**src/rtl/sd_pkg.sv**
```systemverilog
// Shared SD card definitions: loader and write-back FSM states, block constants
// and the block-to-controller address helper.
package sd_pkg;

  localparam int unsigned SD_BLOCK_BYTES = 512;
  localparam logic [15:0] SD_ERR_NONE    = 16'h0000;

  typedef enum logic [3:0] {
    WB_IDLE, WB_SDRST, WB_INIT_WAIT, WB_BLK_START, WB_FETCH, WB_FETCH_WAIT,
    WB_SEND_H, WB_ACK_H, WB_SEND_L, WB_ACK_L, WB_BLK_END, WB_DONE, WB_ERROR
  } sdwb_state_t;

  typedef enum logic [2:0] {
    LD_IDLE, LD_SDRST, LD_INIT_WAIT, LD_BLK_START, LD_READ, LD_STORE, LD_DONE, LD_ERROR
  } sdld_state_t;

  // SDHC cards take block numbers; standard-capacity cards take byte offsets.
  function automatic logic [31:0] sd_block_addr(input logic [31:0] blk, input logic sdhc);
    if (sdhc) begin
      return blk;
    end else begin
      return {blk[22:0], 9'h000};
    end
  endfunction

endpackage

```
**src/rtl/sd_byte_tx.sv**
```systemverilog
// Byte side of the SdCardCtrl 4-phase write handshake: registers the controller's
// byte request and drives the data/ack pair while the FSM sits in an ACK phase.
module sd_byte_tx
  import sd_pkg::*;
(
  input  logic       clk50,
  input  logic       reset,
  input  logic       ack_en,
  input  logic [7:0] byte_in,
  input  logic       sd_hndshk_o,
  output logic       req,
  output logic       sd_hndshk_i,
  output logic [7:0] sd_data
);

  logic       req_q, req_d;
  logic       ack_q, ack_d;
  logic [7:0] data_q, data_d;

  // Next-state for the request sampler and the data/ack drivers.
  always_comb begin
    req_d  = sd_hndshk_o;
    ack_d  = ack_en;
    data_d = 8'h00;
    if (ack_en) begin
      data_d = byte_in;
    end else begin
      data_d = 8'h00;
    end
  end

  // Handshake registers.
  always_ff @(posedge clk50) begin
    if (reset) begin
      req_q  <= 1'b0;
      ack_q  <= 1'b0;
      data_q <= 8'h00;
    end else begin
      req_q  <= req_d;
      ack_q  <= ack_d;
      data_q <= data_d;
    end
  end

  assign req         = req_q;
  assign sd_hndshk_i = ack_q;
  assign sd_data     = data_q;

endmodule

```
**src/rtl/sdcard_writeback.sv**
```systemverilog
// Streams a range of 16-bit RAM words, high byte first, into raw SD blocks
// through the SdCardCtrl write path.
module sdcard_writeback
  import sd_pkg::*;
#(
  parameter logic        SDHC            = 1'b1,
  parameter int unsigned WORDS_PER_BLOCK = 256,
  parameter int unsigned RAM_TIMEOUT     = 1023
) (
  input  logic        clk50,
  input  logic        reset,
  input  logic        go,
  input  logic [31:0] start_block,
  input  logic [15:0] num_blocks,
  input  logic [31:0] ram_base,
  output logic        ram_re,
  output logic [31:0] ram_address,
  input  logic [15:0] ram_rdata,
  input  logic        ram_rdata_valid,
  output logic        sd_reset,
  output logic        sd_wr,
  output logic        sd_continue,
  output logic [31:0] sd_addr,
  output logic [7:0]  sd_data,
  input  logic        sd_busy,
  input  logic        sd_hndshk_o,
  output logic        sd_hndshk_i,
  input  logic [15:0] sd_error,
  output logic        busy,
  output logic        done,
  output logic        error,
  output logic [15:0] blocks_written
);

  localparam logic [15:0] WPB_LAST = 16'(WORDS_PER_BLOCK - 1);
  localparam logic [15:0] TMO_LAST = 16'(RAM_TIMEOUT - 1);
  // Gives the controller time to raise busy after sd_reset before INIT_WAIT trusts it.
  localparam logic [15:0] INIT_SETTLE = 16'd4;

  sdwb_state_t state_q, state_d;
  logic [31:0] start_q, start_d, base_q, base_d, word_cnt_q, word_cnt_d;
  logic [15:0] nblk_q, nblk_d, wib_q, wib_d, bw_q, bw_d, tmo_q, tmo_d, word_q, word_d;
  logic        sd_busy_q, sd_err_q, tx_req;
  logic        ram_re_q, ram_re_d, sd_reset_q, sd_reset_d, sd_wr_q, sd_wr_d;
  logic        sd_continue_q, sd_continue_d, busy_q, busy_d, done_q, done_d, error_q, error_d;
  logic [31:0] ram_address_q, ram_address_d, sd_addr_q, sd_addr_d;

  // FSM next-state, counters and registered-output decode.
  always_comb begin
    state_d    = state_q;
    start_d    = start_q;
    base_d     = base_q;
    nblk_d     = nblk_q;
    word_cnt_d = word_cnt_q;
    wib_d      = wib_q;
    bw_d       = bw_q;
    tmo_d      = tmo_q;
    word_d     = word_q;
    case (state_q)
      WB_IDLE, WB_DONE: begin
        if (go) begin
          start_d    = start_block;
          nblk_d     = num_blocks;
          base_d     = ram_base;
          word_cnt_d = 32'd0;
          wib_d      = 16'd0;
          bw_d       = 16'd0;
          state_d    = (num_blocks == 16'd0) ? WB_DONE : WB_SDRST;
        end else begin
          state_d = state_q;
        end
      end
      WB_SDRST: begin
        tmo_d   = 16'd0;
        state_d = WB_INIT_WAIT;
      end
      WB_INIT_WAIT: begin
        if (tmo_q < INIT_SETTLE) begin
          tmo_d = tmo_q + 16'd1;
        end else if (!sd_busy_q) begin
          state_d = sd_err_q ? WB_ERROR : WB_BLK_START;
        end else begin
          state_d = state_q;
        end
      end
      WB_BLK_START: begin
        if (sd_busy_q) begin
          state_d = WB_FETCH;
        end else begin
          state_d = state_q;
        end
      end
      WB_FETCH: begin
        tmo_d   = 16'd0;
        state_d = sd_busy_q ? WB_FETCH_WAIT : WB_ERROR;
      end
      WB_FETCH_WAIT: begin
        if (!sd_busy_q) begin
          state_d = WB_ERROR;
        end else if (ram_rdata_valid) begin
          word_d  = ram_rdata;
          state_d = WB_SEND_H;
        end else if (tmo_q == TMO_LAST) begin
          state_d = WB_ERROR;
        end else begin
          tmo_d = tmo_q + 16'd1;
        end
      end
      WB_SEND_H, WB_SEND_L: begin
        if (!sd_busy_q) begin
          state_d = WB_ERROR;
        end else if (tx_req) begin
          state_d = (state_q == WB_SEND_H) ? WB_ACK_H : WB_ACK_L;
        end else begin
          state_d = state_q;
        end
      end
      WB_ACK_H: begin
        if (!tx_req) begin
          state_d = WB_SEND_L;
        end else begin
          state_d = state_q;
        end
      end
      WB_ACK_L: begin
        if (!tx_req) begin
          word_cnt_d = word_cnt_q + 32'd1;
          if (wib_q == WPB_LAST) begin
            wib_d   = 16'd0;
            state_d = WB_BLK_END;
          end else begin
            wib_d   = wib_q + 16'd1;
            state_d = WB_FETCH;
          end
        end else begin
          state_d = state_q;
        end
      end
      WB_BLK_END: begin
        if (sd_busy_q) begin
          state_d = state_q;
        end else if (sd_err_q) begin
          state_d = WB_ERROR;
        end else begin
          bw_d    = bw_q + 16'd1;
          state_d = (bw_d == nblk_q) ? WB_DONE : WB_BLK_START;
        end
      end
      WB_ERROR: state_d = WB_ERROR;
      default:  state_d = WB_ERROR;
    endcase

    // Interface strobes follow the current state one cycle late; status tracks the next state.
    ram_re_d      = (state_q == WB_FETCH);
    ram_address_d = (state_q == WB_FETCH) ? base_q + word_cnt_q : 32'h0000_0000;
    sd_reset_d    = (state_q == WB_SDRST);
    sd_wr_d       = (state_q == WB_BLK_START);
    sd_addr_d     = (state_q == WB_BLK_START) ? sd_block_addr(start_q + {16'h0000, bw_q}, SDHC)
                                              : sd_addr_q;
    sd_continue_d = (state_q == WB_BLK_START) ? (bw_q != 16'd0) : sd_continue_q;
    busy_d        = (state_d != WB_IDLE) && (state_d != WB_DONE) && (state_d != WB_ERROR);
    done_d        = (state_d == WB_DONE);
    error_d       = (state_d == WB_ERROR);
  end

  // State, counters, controller input samplers and output registers.
  always_ff @(posedge clk50) begin
    if (reset) begin
      state_q       <= WB_IDLE;
      start_q       <= 32'd0;
      base_q        <= 32'd0;
      nblk_q        <= 16'd0;
      word_cnt_q    <= 32'd0;
      wib_q         <= 16'd0;
      bw_q          <= 16'd0;
      tmo_q         <= 16'd0;
      word_q        <= 16'd0;
      sd_busy_q     <= 1'b0;
      sd_err_q      <= 1'b0;
      ram_re_q      <= 1'b0;
      ram_address_q <= 32'd0;
      sd_reset_q    <= 1'b0;
      sd_wr_q       <= 1'b0;
      sd_addr_q     <= 32'd0;
      sd_continue_q <= 1'b0;
      busy_q        <= 1'b0;
      done_q        <= 1'b0;
      error_q       <= 1'b0;
    end else begin
      state_q       <= state_d;
      start_q       <= start_d;
      base_q        <= base_d;
      nblk_q        <= nblk_d;
      word_cnt_q    <= word_cnt_d;
      wib_q         <= wib_d;
      bw_q          <= bw_d;
      tmo_q         <= tmo_d;
      word_q        <= word_d;
      sd_busy_q     <= sd_busy;
      sd_err_q      <= (sd_error != SD_ERR_NONE);
      ram_re_q      <= ram_re_d;
      ram_address_q <= ram_address_d;
      sd_reset_q    <= sd_reset_d;
      sd_wr_q       <= sd_wr_d;
      sd_addr_q     <= sd_addr_d;
      sd_continue_q <= sd_continue_d;
      busy_q        <= busy_d;
      done_q        <= done_d;
      error_q       <= error_d;
    end
  end

  sd_byte_tx u_byte_tx (
    .clk50       (clk50),
    .reset       (reset),
    .ack_en      ((state_q == WB_ACK_H) || (state_q == WB_ACK_L)),
    .byte_in     ((state_q == WB_ACK_H) ? word_q[15:8] : word_q[7:0]),
    .sd_hndshk_o (sd_hndshk_o),
    .req         (tx_req),
    .sd_hndshk_i (sd_hndshk_i),
    .sd_data     (sd_data)
  );

  assign ram_re         = ram_re_q;
  assign ram_address    = ram_address_q;
  assign sd_reset       = sd_reset_q;
  assign sd_wr          = sd_wr_q;
  assign sd_addr        = sd_addr_q;
  assign sd_continue    = sd_continue_q;
  assign busy           = busy_q;
  assign done           = done_q;
  assign error          = error_q;
  assign blocks_written = bw_q;

endmodule
```
**config.mk**
```make
export PLATFORM = sky130hd
export DESIGN_NAME = sdcard_writeback
export DESIGN_NICKNAME = d
export VERILOG_FILES = /design/src/rtl/sd_pkg.sv /design/src/rtl/sd_byte_tx.sv /design/src/rtl/sdcard_writeback.sv
export SDC_FILE = /design/constraint.sdc
export NUM_CORES = 1
export LEC_CHECK = 0
export ABC_AREA = 0
export ABC_CLOCK_PERIOD_IN_PS = 3150
export CAP_MARGIN = 30
export CELL_PAD_IN_SITES_DETAIL_PLACEMENT = 0
export CELL_PAD_IN_SITES_GLOBAL_PLACEMENT = 2
export CORE_MARGIN = 2
export CORE_UTILIZATION = 32
export CTS_CLUSTER_DIAMETER = 120
export DETAILED_ROUTE_END_ITERATION = 16
export PLACE_DENSITY = 0.77
export SLEW_MARGIN = 20
export SYNTH_ARGS = -nofsm -noshare
export SYNTH_HDL_FRONTEND = slang
export SYNTH_SLANG_ARGS = --single-unit
```
**constraint.sdc**
```tcl
create_clock -name clk50 -period 3.15 [get_ports clk50]
set_input_delay 0.63 -clock clk50 [delete_from_list [all_inputs] [get_ports clk50]]
set_output_delay 0.63 -clock clk50 [all_outputs]
set_load 0.01 [all_outputs]
```
==> flow_summary_export.csv, run 1 <==
group,metric,value,unit
cts,cts_tree,"built",
critical_path,crit_buf_inv,0,
final_layout,area_growth,30.8,%
timing,fin_crit,2.81,ns
cts,ctsLongestPathBuffers,3,
yosys,synth.most_common_cell,"nand2_1",
timing,report.final.slew_viol_count,0,
critical_path,cpPeakStageDelay,0.58,ns
final_layout,stdcell_area,0.0174,sq mm
floorplanning,start_util,32.5,%
yosys,synth_cells,1664,
critical_path,slowest_stage,"o21ai_0",
cts,clockRootBuffer,"clkbuf_16",
placed_design,hpwl,29500,um
global_routing,grt_max_degree,151,
floorplanning,fp.dieW,208,um
yosys,synth_top_area_share,39.6,%
yosys,syn-num-nets,1837,
detailed_routing,drtIter0Drc,552,
floorplanning,io_pins,214,
yosys,synth_flop_cell,"dfxtp_1",
critical_path,crit_required,3.54,ns
floorplanning,dieHeight,208,um
cts,clk_latency,0.53,ns
timing,finalSetupViolations,0,
detailed_routing,totalWireLength,41400,um
global_routing,grt_overflow,0,
yosys,synth_area_per_cell,7.99,sq um
detailed_routing,dr.pass1.iters,5,
min_path,hold_depth,2,
yosys,synth_area_leaders,"dfxtp_1, nand2_1, a21oi_1",
floorplanning,std_cell_rows,74,
power,ir_worst_vdd,0.000458,V
power,power.total,11.3,mW
run,drv_cap,0,
timing,post-route-period-util,89.2,%
min_path,worstHoldEndpoint,"word_q[6]$_SDFFE_PP0P_",
placed_design,routabilityCongestion,0.814,
critical_path,crit_type,"flip-flop to flip-flop",
timing,timing.fmax,356,MHz
cts,cts_buffers,35,
critical_path,rrSetupSlack,0.34,ns
min_path,hp-class,"flip-flop to flip-flop",
critical_path,cp_top_family,"compound AO/OA/AOI/OAI gates",
critical_path,startpoint_type,"flip-flop",
cts,postCtsSetupRepairBufs,0,
detailed_routing,ant_nets,0,
status,status,"finished clean",
floorplanning,dieArea,0.0432,sq mm
yosys,ys_ff_latch,263,
critical_path,path_cells,"ha_1, a21o_1, a21o_1, a21oi_1, nand3_1, o21ai_0, o21ai_0, xnor2_1, a21oi_1",
power,pwr_density_cell,652,mW/mm^2
detailed_routing,wl_per_cell,17.0,um
timing,rsz0062_at_grt,"no",
yosys,synthArstFlopShare,0,%
critical_path,path_max_fanout,5,
yosys,synth_common_cells,"nand2_1, dfxtp_1, a21oi_1, nor2_1, clkbuf_1",
floorplanning,core,0.0409,sq mm
timing,slew_headroom,36.8,%
timing,hold_violations,0,
detailed_routing,vias_per_cell,5.00,
detailed_routing,drc_errors,0,
timing,setup_tns,0,ns
timing,holdWs,0.453,ns
critical_path,r2r_end,"sd_addr[20]$_SDFFE_PP0P_",
cts,htreeDepth,2,
yosys,synth_edf_count,0,
final_layout,nNetsFinal,2053,
timing,tightest_slew,0.942,ns
power,leakage,6.44,nW
global_routing,first_global_vias,11900,
detailed_routing,num_vias,12200,
yosys,yosysWarnings,0,
placed_design,io_buffers,213,
critical_path,end_kind,"flip-flop",
critical_path,ff2ff_path_depth,9,
min_path,min-delay-start,"word_q[6]$_SDFFE_PP0P_",
yosys,yosys.area.top_type,"dfxtp_1",
critical_path,timing.rr.start,"blocks_written[9]$_SDFFE_PP0P_",
placed_design,postPlaceCellArea,0.0162,sq mm
yosys,ys_types,80,
global_routing,antenna_found_initial,2,
yosys,yosysSeqAreaShare,39.6,%
yosys,syn_area,0.0133,sq mm
cts,cts_sinks,263,
final_layout,drive_above_1_share,7.41,%
global_routing,track_usage,18.9,%
critical_path,cp.arrival,3.20,ns
timing,skew,0.0112,ns
cts,clkTransAtPathRegs,0.05,ns
global_routing,grt_first_pass_wirelength,65800,um
per-layer routing:
layer,GRT usage (%),vias to the layer above,share of wire (%)
li1,-,6251,-
met1,26.9,5681,51
met2,28.9,209,43
met3,2.75,63,3.7
met4,6.73,0,2.8
met5,0,-,0
layout by cell type, fill, tap and decap left out, types with 37 or more instances in the layout:
cell type | netlist | routed
buf_4 | 2 | 51
ha_1 | 53 | 53
xor2_1 | 66 | 66
o21ai_0 | 65 | 65
xnor2_1 | 56 | 56
dfxtp_1 | 263 | 263
nor2_1 | 154 | 153
nand3_1 | 50 | 50
clkdlybuf4s50_1 | 0 | 212
clkbuf_16 | 0 | 37
nand2_1 | 301 | 300
a21oi_1 | 197 | 197
timing repair:
action,CTS,global route
endpoints found under the setup margin,0,1
hold buffers,0,0
resized for setup,0,1
worst min-delay path, stage by stage, from the launching register on:
cell and delay, ns:
dfxtp_1 0.30, nand2_1 0.05, a21oi_1 0.05
metrics by stage:
step,setup slack [ns],utilization (%),instances
after global placement,0.145,39.5,2375
after CTS,0.232,42.5,2436
after floorplan,0.608,-,1664
after global routing,0.0273,42.5,2437
final,0.339,42.5,2439
after detailed placement,0.132,39.5,2375
cells by family after synthesis:
family	share of synthesized area (%)
XOR/XNOR	8.04
AND/OR/NAND/NOR	26.4
adder cells (fa/ha/maj)	5.29
AO/OA/AOI/OAI	16.9
buffers and inverters	3.37
flip-flops	39.6
multiplexers	0.377
flip-flops by register name, summed over array words and instances (netlist names), 4 cells and up:
name               flops
base_q                32
tmo_q                 16
state_q                4
blocks_written        16
ram_address           32
sd_addr               32
wib_q                 16
start_q               32
u_byte_tx.sd_data      8
word_cnt_q            32
nblk_q                16
word_q                16
layout make-up:
class                      count  area [sq um]
tap                          532           666
sequential                   263          5270
inverter                      26          97.6
clock buffer                  50          1030
fill                        4170         23500
multi-input combinational   1289          7590
antenna                        3          7.51
clock inverter                11           183
timing repair buffer         265          2540
report_power, final:
part,internal (mW),switching (mW)
clock,2.69,1.51
sequential,3.72,0.300
combinational,1.21,1.91
total,7.62,3.71
worst max-delay path by stage:
stage                                      end  depth (start not counted)  slack [ns]                           start
finish                sd_addr[20]$_SDFFE_PP0P_                          9        0.34  blocks_written[9]$_SDFFE_PP0P_
global route        ram_address[24]$_SDFF_PP0_                         12        0.03      word_cnt_q[0]$_SDFFE_PP0P_
CTS                 ram_address[24]$_SDFF_PP0_                         12        0.23      word_cnt_q[0]$_SDFFE_PP0P_
detailed placement      wib_q[11]$_SDFFE_PP0P_                          9        0.13                              go
global placement        wib_q[15]$_SDFFE_PP0P_                         10        0.15                              go
floorplan           ram_address[24]$_SDFF_PP0_                         11        0.61      word_cnt_q[0]$_SDFFE_PP0P_
Power figures use the tool's default switching activity.
==> inputs of run 2 (changes only) <==
--- a/config.mk
+++ b/config.mk
@@ -7,9 +7,9 @@
 export LEC_CHECK = 0
 export ABC_AREA = 0
 export ABC_CLOCK_PERIOD_IN_PS = 3150
-export CAP_MARGIN = 30
 export CELL_PAD_IN_SITES_DETAIL_PLACEMENT = 0
 export CELL_PAD_IN_SITES_GLOBAL_PLACEMENT = 2
+export CORE_ASPECT_RATIO = 0.9
 export CORE_MARGIN = 2
 export CORE_UTILIZATION = 32
 export CTS_CLUSTER_DIAMETER = 120
==> flow_summary_export.csv, run 2 (synthesized netlist as in run 1, its figures left out) <==
group,metric,value,unit
status,status,"finished clean",
cts,htreeDepth,1,
global_routing,met3_usage,2.91,%
placed_design,io_buffers,213,
power,leakage,6.38,nW
floorplanning,dieArea,0.0432,sq mm
critical_path,path_max_fanout,5,
final_layout,drive_above_1_share,7.30,%
cts,clkTransAtPathRegs,0.06,ns
cts,ctsLongestPathBuffers,3,
critical_path,end_kind,"flip-flop",
global_routing,grt_busiest_layer,"met2",
cts,cts_buffers,31,
floorplanning,start_util,32.6,%
power,pwr_density_cell,632,mW/mm^2
power,internal_power,7.26,mW
critical_path,ff2ff_path_depth,9,
power,combPwrFrac,28.7,%
cts,clockRootBuffer,"clkbuf_16",
critical_path,cp.arrival,3.31,ns
timing,rsz0062_at_grt,"no",
floorplanning,core,0.0408,sq mm
final_layout,layout_commonest_cell,"nand2_1",
detailed_routing,num_vias,12200,
placed_design,hpwl,29300,um
global_routing,first_global_vias,11900,
detailed_routing,drtIter0Drc,610,
detailed_routing,drc_errors,0,
global_routing,grt_max_degree,81,
run,drv_cap,0,
detailed_routing,dr.pass1.iters,4,
timing,setup_tns,0,ns
floorplanning,dieHeight,197,um
power,clkPwrFrac,34.5,%
timing,slew_headroom,53.2,%
critical_path,path_cells,"ha_1, a21o_1, a21o_1, a21oi_1, nand3_1, o21ai_0, o21ai_0, xnor2_1, a21oi_1",
timing,skew,0.0202,ns
timing,report.final.slew_viol_count,0,
cts,postCtsSetupRepairBufs,0,
critical_path,slowest_stage,"o21ai_0",
final_layout,nNetsFinal,2054,
timing,finalSetupViolations,0,
power,power_switching_share,33.5,%
global_routing,grtUsageMet2,28.5,%
cts,clk_latency,0.59,ns
timing,fin_crit,2.87,ns
critical_path,crit_type,"flip-flop to flip-flop",
global_routing,track_usage,18.5,%
global_routing,grt_util_met1,27.1,%
power,switching_power,3.66,mW
timing,tightest_slew,0.694,ns
power,seq_power_share,36.8,%
min_path,hp-class,"flip-flop to flip-flop",
floorplanning,fp.dieW,219,um
critical_path,cpPeakStageDelay,0.59,ns
placed_design,postPlaceCellArea,0.0162,sq mm
timing,post-route-period-util,91.2,%
min_path,hold_depth,2,
timing,timing.fmax,348,MHz
final_layout,finalCoreUtilization,42.3,%
critical_path,crit_cells,9,
critical_path,cp_top_family,"compound AO/OA/AOI/OAI gates",
final_layout,mostFrequentLayoutCells,"nand2_1, dfxtp_1, clkdlybuf4s50_1, a21oi_1, nor2_1",
detailed_routing,totalWireLength,40600,um
final_layout,area_growth,30.0,%
power,ir_worst_vdd,0.000438,V
detailed_routing,vias_per_cell,5.00,
critical_path,crit_buf_inv,0,
global_routing,grt_first_pass_wirelength,64600,um
detailed_routing,wl_per_cell,16.6,um
detailed_routing,ant_nets,0,
cts,cts_sinks,263,
final_layout,fillers,4238,
floorplanning,std_cell_rows,70,
floorplanning,io_pins,214,
critical_path,crit_required,3.58,ns
global_routing,grt_overflow,0,
final_layout,stdcell_area,0.0173,sq mm
placed_design,routabilityCongestion,0.815,
timing,hold_violations,0,
cts,cts_tree,"built",
critical_path,startpoint_type,"flip-flop",
global_routing,antenna_found_initial,0,
## run 2: repair_timing
item,CTS,global route
endpoints found under the setup margin,0,1
hold buffers,0,0
resized for setup,0,1
## run 2: routing by layer
layer | vias to the layer above | share of wire (%)
li1 | 6259 | -
met1 | 5681 | 52
met2 | 221 | 42
met3 | 47 | 4.3
met4 | 0 | 1.8
met5 | - | 0
## run 2: worst paths after layout
check / startpoint / end / slack, ns
worst max-delay path: blocks_written[9]$_SDFFE_PP0P_ / sd_addr[22]$_SDFFE_PP0P_ / 0.28
worst min-delay path: sd_addr[4]$_SDFFE_PP0P_ / sd_addr[4]$_SDFFE_PP0P_ / 0.45
worst max register to register: blocks_written[9]$_SDFFE_PP0P_ / sd_addr[22]$_SDFFE_PP0P_ / 0.28
worst min register to register: sd_addr[4]$_SDFFE_PP0P_ / sd_addr[4]$_SDFFE_PP0P_ / 0.45
## run 2: cell type report
cell class | count | area, sq um | area share, %
Multi-Input combinational cell | 1289 | 7590 | 43.9
Sequential cell | 263 | 5270 | 30.5
Timing Repair Buffer | 270 | 2590 | 15.0
Clock buffer | 43 | 861 | 4.98
Tap cell | 540 | 676 | 3.91
Clock inverter | 12 | 188 | 1.09
Inverter | 26 | 97.6 | 0.565
Antenna cell | 1 | 2.50 | 0.0145
## run 2: per-stage QoR
step	hold WS, ns	total power, mW	std cells	worst slack (ns)
finish	0.453	10.9	2444	0.278
global route	0.446	11.6	2443	0.0239
CTS	0.421	11.1	2443	0.152
detailed placement	0.447	7.26	2388	0.0241
global placement	0.444	7.24	2388	0.0716
floorplan	0.432	6.12	1664	0.608
## run 2: worst reg2reg max path, stage by stage (launching register included)
cell and delay [ns]:
dfxtp_1 0.32, ha_1 0.37, a21o_1 0.20, a21o_1 0.17
a21oi_1 0.36, nand3_1 0.17, o21ai_0 0.59, o21ai_0 0.28
xnor2_1 0.20, a21oi_1 0.08
## run 2: power groups by stage
stage	Sequential (mW)	Combinational (mW)	Clock, mW
3_5_place_dp	4.09	3.17	0
2_1_floorplan	4.01	2.11	0
6_report	4.02	3.14	3.76
4_1_cts	4.02	3.18	3.87
3_3_place_gp	4.09	3.15	0
5_1_grt	4.07	3.53	4.00
==> inputs of run 3 (changes only) <==
--- a/config.mk
+++ b/config.mk
@@ -12,7 +12,6 @@
 export CORE_ASPECT_RATIO = 0.9
 export CORE_MARGIN = 2
 export CORE_UTILIZATION = 32
-export CTS_CLUSTER_DIAMETER = 120
 export DETAILED_ROUTE_END_ITERATION = 16
 export PLACE_DENSITY = 0.77
 export SLEW_MARGIN = 20
==> results of run 3 <==
Same layout as run 2: the final DEF is identical, and so are final timing and power.
